==> config.mk <==
export PLATFORM = sky130hd
export DESIGN_NAME = pipe_fetch_ctrl_flat
export DESIGN_NICKNAME = d
export VERILOG_FILES = /design/src/rtl/pipe_pkg.sv /design/src/rtl/pipe_fetch_ctrl_if.sv /design/src/rtl/fetch_redir_cnt.sv /design/src/rtl/pipe_fetch_ctrl.sv /design/src/flat_wrapper.sv
export SDC_FILE = /design/constraint.sdc
export NUM_CORES = 1
export LEC_CHECK = 0
export CORE_UTILIZATION = 30
export CTS_CLUSTER_SIZE = 20
export DETAILED_ROUTE_END_ITERATION = 10
export PLACE_DENSITY = 0.7
export SLEW_MARGIN = 15
export SYNTH_ARGS = -nofsm -noshare
export SYNTH_HDL_FRONTEND = slang
export SYNTH_SLANG_ARGS = --single-unit
==> constraint.sdc <==
create_clock -name clk -period 2.3 [get_ports clk]
set_input_delay 0.23 -clock clk [delete_from_list [all_inputs] [get_ports clk]]
set_output_delay 0.23 -clock clk [all_outputs]
set_load 0.1 [all_outputs]
==> src/rtl/pipe_pkg.sv <==
// Shared fetch-pipeline definitions: controller states, NOP encoding,
// PC increment and target word-alignment helper.
package pipe_pkg;

    typedef enum logic [1:0] {
        ST_BOOT  = 2'd0,
        ST_RUN   = 2'd1,
        ST_HOLD  = 2'd2,
        ST_REDIR = 2'd3
    } fetch_state_e;

    localparam logic [31:0] NOP_INSTR = 32'h0000_0000;
    localparam logic [31:0] PC_INC    = 32'd4;

    function automatic logic [31:0] word_align(input logic [31:0] addr);
        return {addr[31:2], 2'b00};
    endfunction

endpackage

==> src/rtl/pipe_fetch_ctrl_if.sv <==
// Fetch-control bundle: hazard/redirect requests in, PC and IF/ID controls out.
interface pipe_fetch_ctrl_if;
    import pipe_pkg::*;

    logic        stall;
    logic        br_taken;
    logic [31:0] br_target;
    logic        jmp;
    logic [31:0] jmp_target;
    logic [31:0] pc;
    logic        if_id_we;
    logic        if_id_flush;
    logic        fetch_valid;
    logic        misalign;

    modport master (
        output stall, br_taken, br_target, jmp, jmp_target,
        input  pc, if_id_we, if_id_flush, fetch_valid, misalign
    );

    modport slave (
        input  stall, br_taken, br_target, jmp, jmp_target,
        output pc, if_id_we, if_id_flush, fetch_valid, misalign
    );

endinterface

==> src/rtl/fetch_redir_cnt.sv <==
// Post-redirect bubble down-counter with load, hold (dec low) and zero flag.
module fetch_redir_cnt
    import pipe_pkg::*;
#(
    parameter int W = 2
) (
    input  logic         clk,
    input  logic         clr,
    input  logic         load,
    input  logic [W-1:0] load_val,
    input  logic         dec,
    output logic         zero
);

    logic [W-1:0] cnt_r;

    // Bubble count register; saturates at zero
    always_ff @(posedge clk) begin
        if (clr) begin
            cnt_r <= {W{1'b0}};
        end else if (load) begin
            cnt_r <= load_val;
        end else if (dec && (cnt_r != {W{1'b0}})) begin
            cnt_r <= cnt_r - {{(W-1){1'b0}}, 1'b1};
        end else begin
            cnt_r <= cnt_r;
        end
    end

    assign zero = (cnt_r == {W{1'b0}});

endmodule

==> src/rtl/pipe_fetch_ctrl.sv <==
// Fetch-stage PC sequencing and IF/ID control with post-redirect bubbles.
// Define FETCH_STAT_EN to add the stat_fetch / stat_bubble counters.
module pipe_fetch_ctrl
    import pipe_pkg::*;
#(
    parameter logic [31:0] RESET_PC      = 32'h0000_0000,
    parameter int          REDIR_BUBBLES = 1
) (
    input  logic             clk,
    input  logic             clr,
    pipe_fetch_ctrl_if.slave fif
`ifdef FETCH_STAT_EN
    ,
    output logic [31:0]      stat_fetch,
    output logic [31:0]      stat_bubble
`endif
);

    localparam logic [1:0] BUB_LOAD = 2'(REDIR_BUBBLES - 1);

    fetch_state_e state_r;
    fetch_state_e state_nxt_s;
    logic [31:0]  pc_r;
    logic [31:0]  pc_nxt_s;
    logic         redir_s;
    logic [31:0]  tgt_s;
    logic         cnt_load_s;
    logic         cnt_dec_s;
    logic         cnt_zero_s;
    logic         we_s;
    logic         flush_s;
    logic         fv_s;
    logic         mis_s;

    // Redirect request decode; a taken branch outranks a simultaneous jump
    always_comb begin
        redir_s = fif.br_taken | fif.jmp;
        if (fif.br_taken) begin
            tgt_s = fif.br_target;
        end else begin
            tgt_s = fif.jmp_target;
        end
    end

    // Next-state, next-PC and per-cycle control outputs
    always_comb begin
        state_nxt_s = state_r;
        pc_nxt_s    = pc_r;
        cnt_load_s  = 1'b0;
        cnt_dec_s   = 1'b0;
        we_s        = 1'b0;
        flush_s     = 1'b0;
        fv_s        = 1'b0;
        mis_s       = 1'b0;
        if (clr) begin
            state_nxt_s = ST_BOOT;
            pc_nxt_s    = RESET_PC;
            flush_s     = 1'b1;
        end else if (state_r == ST_BOOT) begin
            // Redirects are ignored while the first fetch is being set up
            we_s    = 1'b1;
            flush_s = 1'b1;
            if (fif.stall) begin
                state_nxt_s = ST_HOLD;
            end else begin
                state_nxt_s = ST_RUN;
            end
        end else if (redir_s) begin
            state_nxt_s = ST_REDIR;
            pc_nxt_s    = word_align(tgt_s);
            cnt_load_s  = 1'b1;
            we_s        = 1'b1;
            flush_s     = 1'b1;
            mis_s       = (tgt_s[1:0] != 2'b00);
        end else begin
            case (state_r)
                ST_RUN: begin
                    we_s = 1'b1;
                    fv_s = 1'b1;
                    if (fif.stall) begin
                        state_nxt_s = ST_HOLD;
                    end else begin
                        pc_nxt_s = pc_r + PC_INC;
                    end
                end
                ST_HOLD: begin
                    if (fif.stall) begin
                        state_nxt_s = ST_HOLD;
                    end else begin
                        state_nxt_s = ST_RUN;
                        pc_nxt_s    = pc_r + PC_INC;
                    end
                end
                ST_REDIR: begin
                    we_s    = 1'b1;
                    flush_s = 1'b1;
                    if (fif.stall) begin
                        state_nxt_s = ST_REDIR;
                    end else if (cnt_zero_s) begin
                        state_nxt_s = ST_RUN;
                        pc_nxt_s    = pc_r + PC_INC;
                    end else begin
                        cnt_dec_s = 1'b1;
                        pc_nxt_s  = pc_r + PC_INC;
                    end
                end
                default: begin
                    state_nxt_s = ST_BOOT;
                    pc_nxt_s    = RESET_PC;
                    flush_s     = 1'b1;
                end
            endcase
        end
    end

    // State and PC registers
    always_ff @(posedge clk) begin
        if (clr) begin
            state_r <= ST_BOOT;
            pc_r    <= RESET_PC;
        end else begin
            state_r <= state_nxt_s;
            pc_r    <= pc_nxt_s;
        end
    end

    fetch_redir_cnt #(
        .W (2)
    ) u_redir_cnt (
        .clk      (clk),
        .clr      (clr),
        .load     (cnt_load_s),
        .load_val (BUB_LOAD),
        .dec      (cnt_dec_s),
        .zero     (cnt_zero_s)
    );

    assign fif.pc          = pc_r;
    assign fif.if_id_we    = we_s;
    assign fif.if_id_flush = flush_s;
    assign fif.fetch_valid = fv_s;
    assign fif.misalign    = mis_s;

`ifdef FETCH_STAT_EN
    // Fetch and bubble statistics, cleared by clr and wrapping at 2^32
    always_ff @(posedge clk) begin
        if (clr) begin
            stat_fetch  <= 32'd0;
            stat_bubble <= 32'd0;
        end else begin
            if (fv_s) begin
                stat_fetch <= stat_fetch + 32'd1;
            end else begin
                stat_fetch <= stat_fetch;
            end
            if (flush_s || (state_r == ST_HOLD)) begin
                stat_bubble <= stat_bubble + 32'd1;
            end else begin
                stat_bubble <= stat_bubble;
            end
        end
    end
`endif

endmodule
==> src/flat_wrapper.sv <==
// flat-port wrapper written by rule: the top's interface ports become plain ports
module pipe_fetch_ctrl_flat import pipe_pkg::*;
#(
    parameter logic [31:0] RESET_PC      = 32'h0000_0000,
    parameter int          REDIR_BUBBLES = 1
)
  (clk, clr, fif_stall, fif_br_taken, fif_br_target, fif_jmp, fif_jmp_target, fif_pc, fif_if_id_we, fif_if_id_flush, fif_fetch_valid, fif_misalign);
  pipe_fetch_ctrl_if fif_i ();
  input  logic clk;
  input  logic clr;
  input wire logic [$bits(fif_i.stall)-1:0] fif_stall;
  input wire logic [$bits(fif_i.br_taken)-1:0] fif_br_taken;
  input wire logic [$bits(fif_i.br_target)-1:0] fif_br_target;
  input wire logic [$bits(fif_i.jmp)-1:0] fif_jmp;
  input wire logic [$bits(fif_i.jmp_target)-1:0] fif_jmp_target;
  output wire logic [$bits(fif_i.pc)-1:0] fif_pc;
  output wire logic [$bits(fif_i.if_id_we)-1:0] fif_if_id_we;
  output wire logic [$bits(fif_i.if_id_flush)-1:0] fif_if_id_flush;
  output wire logic [$bits(fif_i.fetch_valid)-1:0] fif_fetch_valid;
  output wire logic [$bits(fif_i.misalign)-1:0] fif_misalign;
  assign fif_i.stall = fif_stall;
  assign fif_i.br_taken = fif_br_taken;
  assign fif_i.br_target = fif_br_target;
  assign fif_i.jmp = fif_jmp;
  assign fif_i.jmp_target = fif_jmp_target;
  assign fif_pc = fif_i.pc;
  assign fif_if_id_we = fif_i.if_id_we;
  assign fif_if_id_flush = fif_i.if_id_flush;
  assign fif_fetch_valid = fif_i.fetch_valid;
  assign fif_misalign = fif_i.misalign;
  pipe_fetch_ctrl #(.RESET_PC(RESET_PC), .REDIR_BUBBLES(REDIR_BUBBLES)) u_core (.clk(clk), .clr(clr), .fif(fif_i));
endmodule
==> run metrics <==
status=finished clean; number of cells on the critical path=7; Yosys Warn Count=0; DRT iter0 DRCs=189; EDFF count, synth=0; async set-reset flop share out of synthesis=0%; worst-path fanout max=23; crit path time final=2.19 ns; Worst setup SP type=flip-flop; via count=3,105; grt ovf=0; WP buf/inv=2; antenna-violating nets left=0; first-pass GRT wire length=13.9 mm; P&R area growth vs syn=52.4%; CP peak stage delay=0.42 ns; Setup Viol. Count Final=0; Net Sw Power=990 uW; CP max stage cell=or3_1; Layout fillers=818; Avg Cell Area, Syn=7.39 sq um; CTS tree=yes; GPL Wtd Cong=0.856; pre-CTS setup slack=-0.125 ns; PwrDens=576 mW/mm^2; Slew @ Worst Pin=0.623 ns; Reg area=713 sq um; Final HPWL DP=6.68 mm; DRC Markers=0; final wirelength=8.88 mm; Root Driver=clkbuf_8; Hold Path Cell Cnt=1; placed inst area=0.00376 sq mm; all-layer global routing usage=20.2%; pin count of the biggest net entering global routing=39; CTS Sinks=34; Final Skew=0.00646 ns; initial antenna violation count=0; total CTS buffers=5; CP Capture Type=flip-flop; post-CTS sizing=0; Post-CTS Hold Fix Bufs=0; vias in the first global route=2,829; fmax=0.456 GHz; Cell Area, Synth=0.00254 sq mm; Cells after Synth=343; area of the multi-input gates=0.00172 sq mm; clock insertion delay at the later pin of the skew report=0.29 ns; buffer count from post-CTS setup fixing=0; Reg-to-Reg Start=u_core.state_r[0]; Yosys reg bits=34; Core Area=0.00822 sq mm; register area share after synthesis=26.8%; LEAKAGE=1.43 nW; Reg2Reg Capture Point=u_core.u_redir_cnt.cnt_r[1]; crit-path leading delay family=simple AND/OR/NAND/NOR gates; number of max-cap violations=0; Hold WC Path Type=flip-flop to flip-flop; Initial Util=30.9%; Tcrit/Tclk final=95.4%; htree depth=2; # port buffers=102; Hold Path Origin=u_core.fif.pc[23]; Max clock buf depth=2; WS Path Type=flip-flop to flip-flop; Reg power frac=32.7%; most common flop cell mapped by yosys=dfxtp_1; Worst Hold End=u_core.fif.pc[23]; ANT cells=0; Design Area, Final=0.00387 sq mm; maximum vdd drop=0.322 mV; Final Worst Setup Slack=0.107 ns; worst path arrival time=2.36 ns; Logic pwr share=46.2%; flop2flop setup slack=0.11 ns; Sw Ratio=44.4%; die height=93.9 um; die width=93.9 um; total die area=0.00883 sq mm; Slew Limit Headroom=58.4%; First-pass DRT Iterations=5; share of cells above drive strength 1=23.0%; clk slew on worst S/H paths=0.08 ns; FP Rows=33; IO Count=105; cells along the critical path=inv_1 -> ha_1 -> or3_1 -> buf_12 -> nor4b_2 -> nor2_1 -> a2111oi_1; required time worst endpoint=2.46 ns; Clock Power Share=21.1%; Hold Fails Final Rpt=0; Worst Reg-to-Reg Cells=7; Pint=1.24 mW; drt wl/cell=16.2 um; Via density=5.66; post-synth cell types=61; nets@finish=518; RSZ-0062 raised after global routing=no; Final Slew Violations=0
-- power groups by stage --
stage                     logic, mW  clock network (mW)  registers (mW)
final                          1.03               0.470           0.730
after CTS                      1.03               0.479           0.728
after global routing           1.09               0.504           0.739
after detailed placement       1.02                   0           0.741
after global placement         1.01                   0           0.740
after floorplan               0.343                   0            1.08
-- metal layers --
layer,global-route usage (%),up-vias,wire length [um],share of wire (%)
li1,-,1506,-,-
met1,26.6,1452,3920,44
met4,7.05,0,174,2.0
met2,33.0,131,4200,47
met3,3.40,16,582,6.6
met5,0,-,0,0
-- area by class of cell --
| class | instances | share of cell area (%) |
|---|---|---|
| multi-input combinational | 266 | 44.6 |
| timing repair buffer | 120 | 29.6 |
| clock inverter | 1 | 0.129 |
| inverter | 16 | 1.55 |
| sequential | 34 | 18.4 |
| tap | 105 | 3.40 |
| clock buffer | 7 | 2.23 |
-- registers in the layout, summed over array words and instances, names as in the netlist --
register and flops:
u_core.fif.pc 30, u_core.state_r 2, u_core.u_redir_cnt.cnt_r 2
-- through the flow --
stage                     power [mW]  cells  setup TNS, ns  hold WS, ns  utilization [%]
after CTS                       2.23    549              0        0.496             46.8
after global routing            2.33    549              0        0.514             47.1
final                           2.23    549              0        0.501             47.1
after detailed placement        1.76    541         -0.286        0.484             45.7
after floorplan                 1.42    344         -0.147        0.430                -
after global placement          1.75    541        -0.0964        0.470             45.7
-- Yosys cell counts (all sizes together), types with 3 or more instances --
cell type	instances	area (sq um)
dfxtp	34	681
nor2	28	105
nand2	27	101
o21ai	26	130
a21oi	24	120
nor3	19	105
a22oi	18	135
clkbuf	18	67.6
inv	15	56.3
nand3	13	70.1
buf	10	57.6
o22ai	8	50.1
a211oi	7	57.6
nor4	7	71.3
a221oi	6	52.6
ha	6	75.1
nand4	6	43.8
or3	6	37.5
and3	5	31.3
a22o	4	35.0
a221o	3	30.0
a311oi	3	26.3
a31oi	3	18.8
mux2i	3	30.0
nand2b	3	18.8
o41ai	3	26.3
or4	3	22.5
-- kinds of logic after synthesis --
| logic type | synth area share [%] |
|---|---|
| buffers and inverters | 7.30 |
| AOI/OAI and AO/OA | 33.6 |
| other | 0.148 |
| muxes | 1.18 |
| and+or+nand+nor | 27.6 |
| adders and majority gates | 2.96 |
| DFF | 26.8 |
| xor gates and xnor gates | 0.345 |
-- cell usage in the layout (no fill, tap or decap), types with 3 or more instances in the layout --
master           netlist  routed
a22o_1                 4       4
buf_4                  2      46
a31oi_1                3       3
or4_1                  3       3
nand4_1                5       5
dfxtp_1               34      12
ha_1                   6       6
nor4_2                 2       3
dfxtp_2                0      20
o41ai_1                3       3
nor4_1                 4       3
nor3_1                17      16
nand2_1               27      26
o21ai_0               25      25
a211oi_1               6       6
clkbuf_8               0       6
buf_12                 0       6
a22oi_1               18      18
a221o_1                3       3
nor3_2                 2       3
nor2_1                28      28
or3_1                  6       6
nand2b_1               3       3
inv_1                 15      15
o22ai_1                8       8
clkdlybuf4s50_1        0      68
nand3_1               12      12
a221oi_1               6       6
mux2i_1                3       3
and3_1                 5       5
a311oi_1               3       3
a21oi_1               24      22
-- worst max path at each step --
stage,from,to,slack [ns]
2_1_floorplan,fif_jmp,fif_misalign,-0.08
3_3_place_gp,fif_jmp,u_core.fif.pc[8],-0.05
3_5_place_dp,fif_br_taken,u_core.fif.pc[8],-0.13
4_1_cts,u_core.state_r[0],u_core.u_redir_cnt.cnt_r[1],0.06
5_1_grt,u_core.state_r[0],u_core.u_redir_cnt.cnt_r[1],0.002
6_report,u_core.state_r[0],u_core.u_redir_cnt.cnt_r[1],0.11
Note: power is estimated with default switching activity, not from simulation.
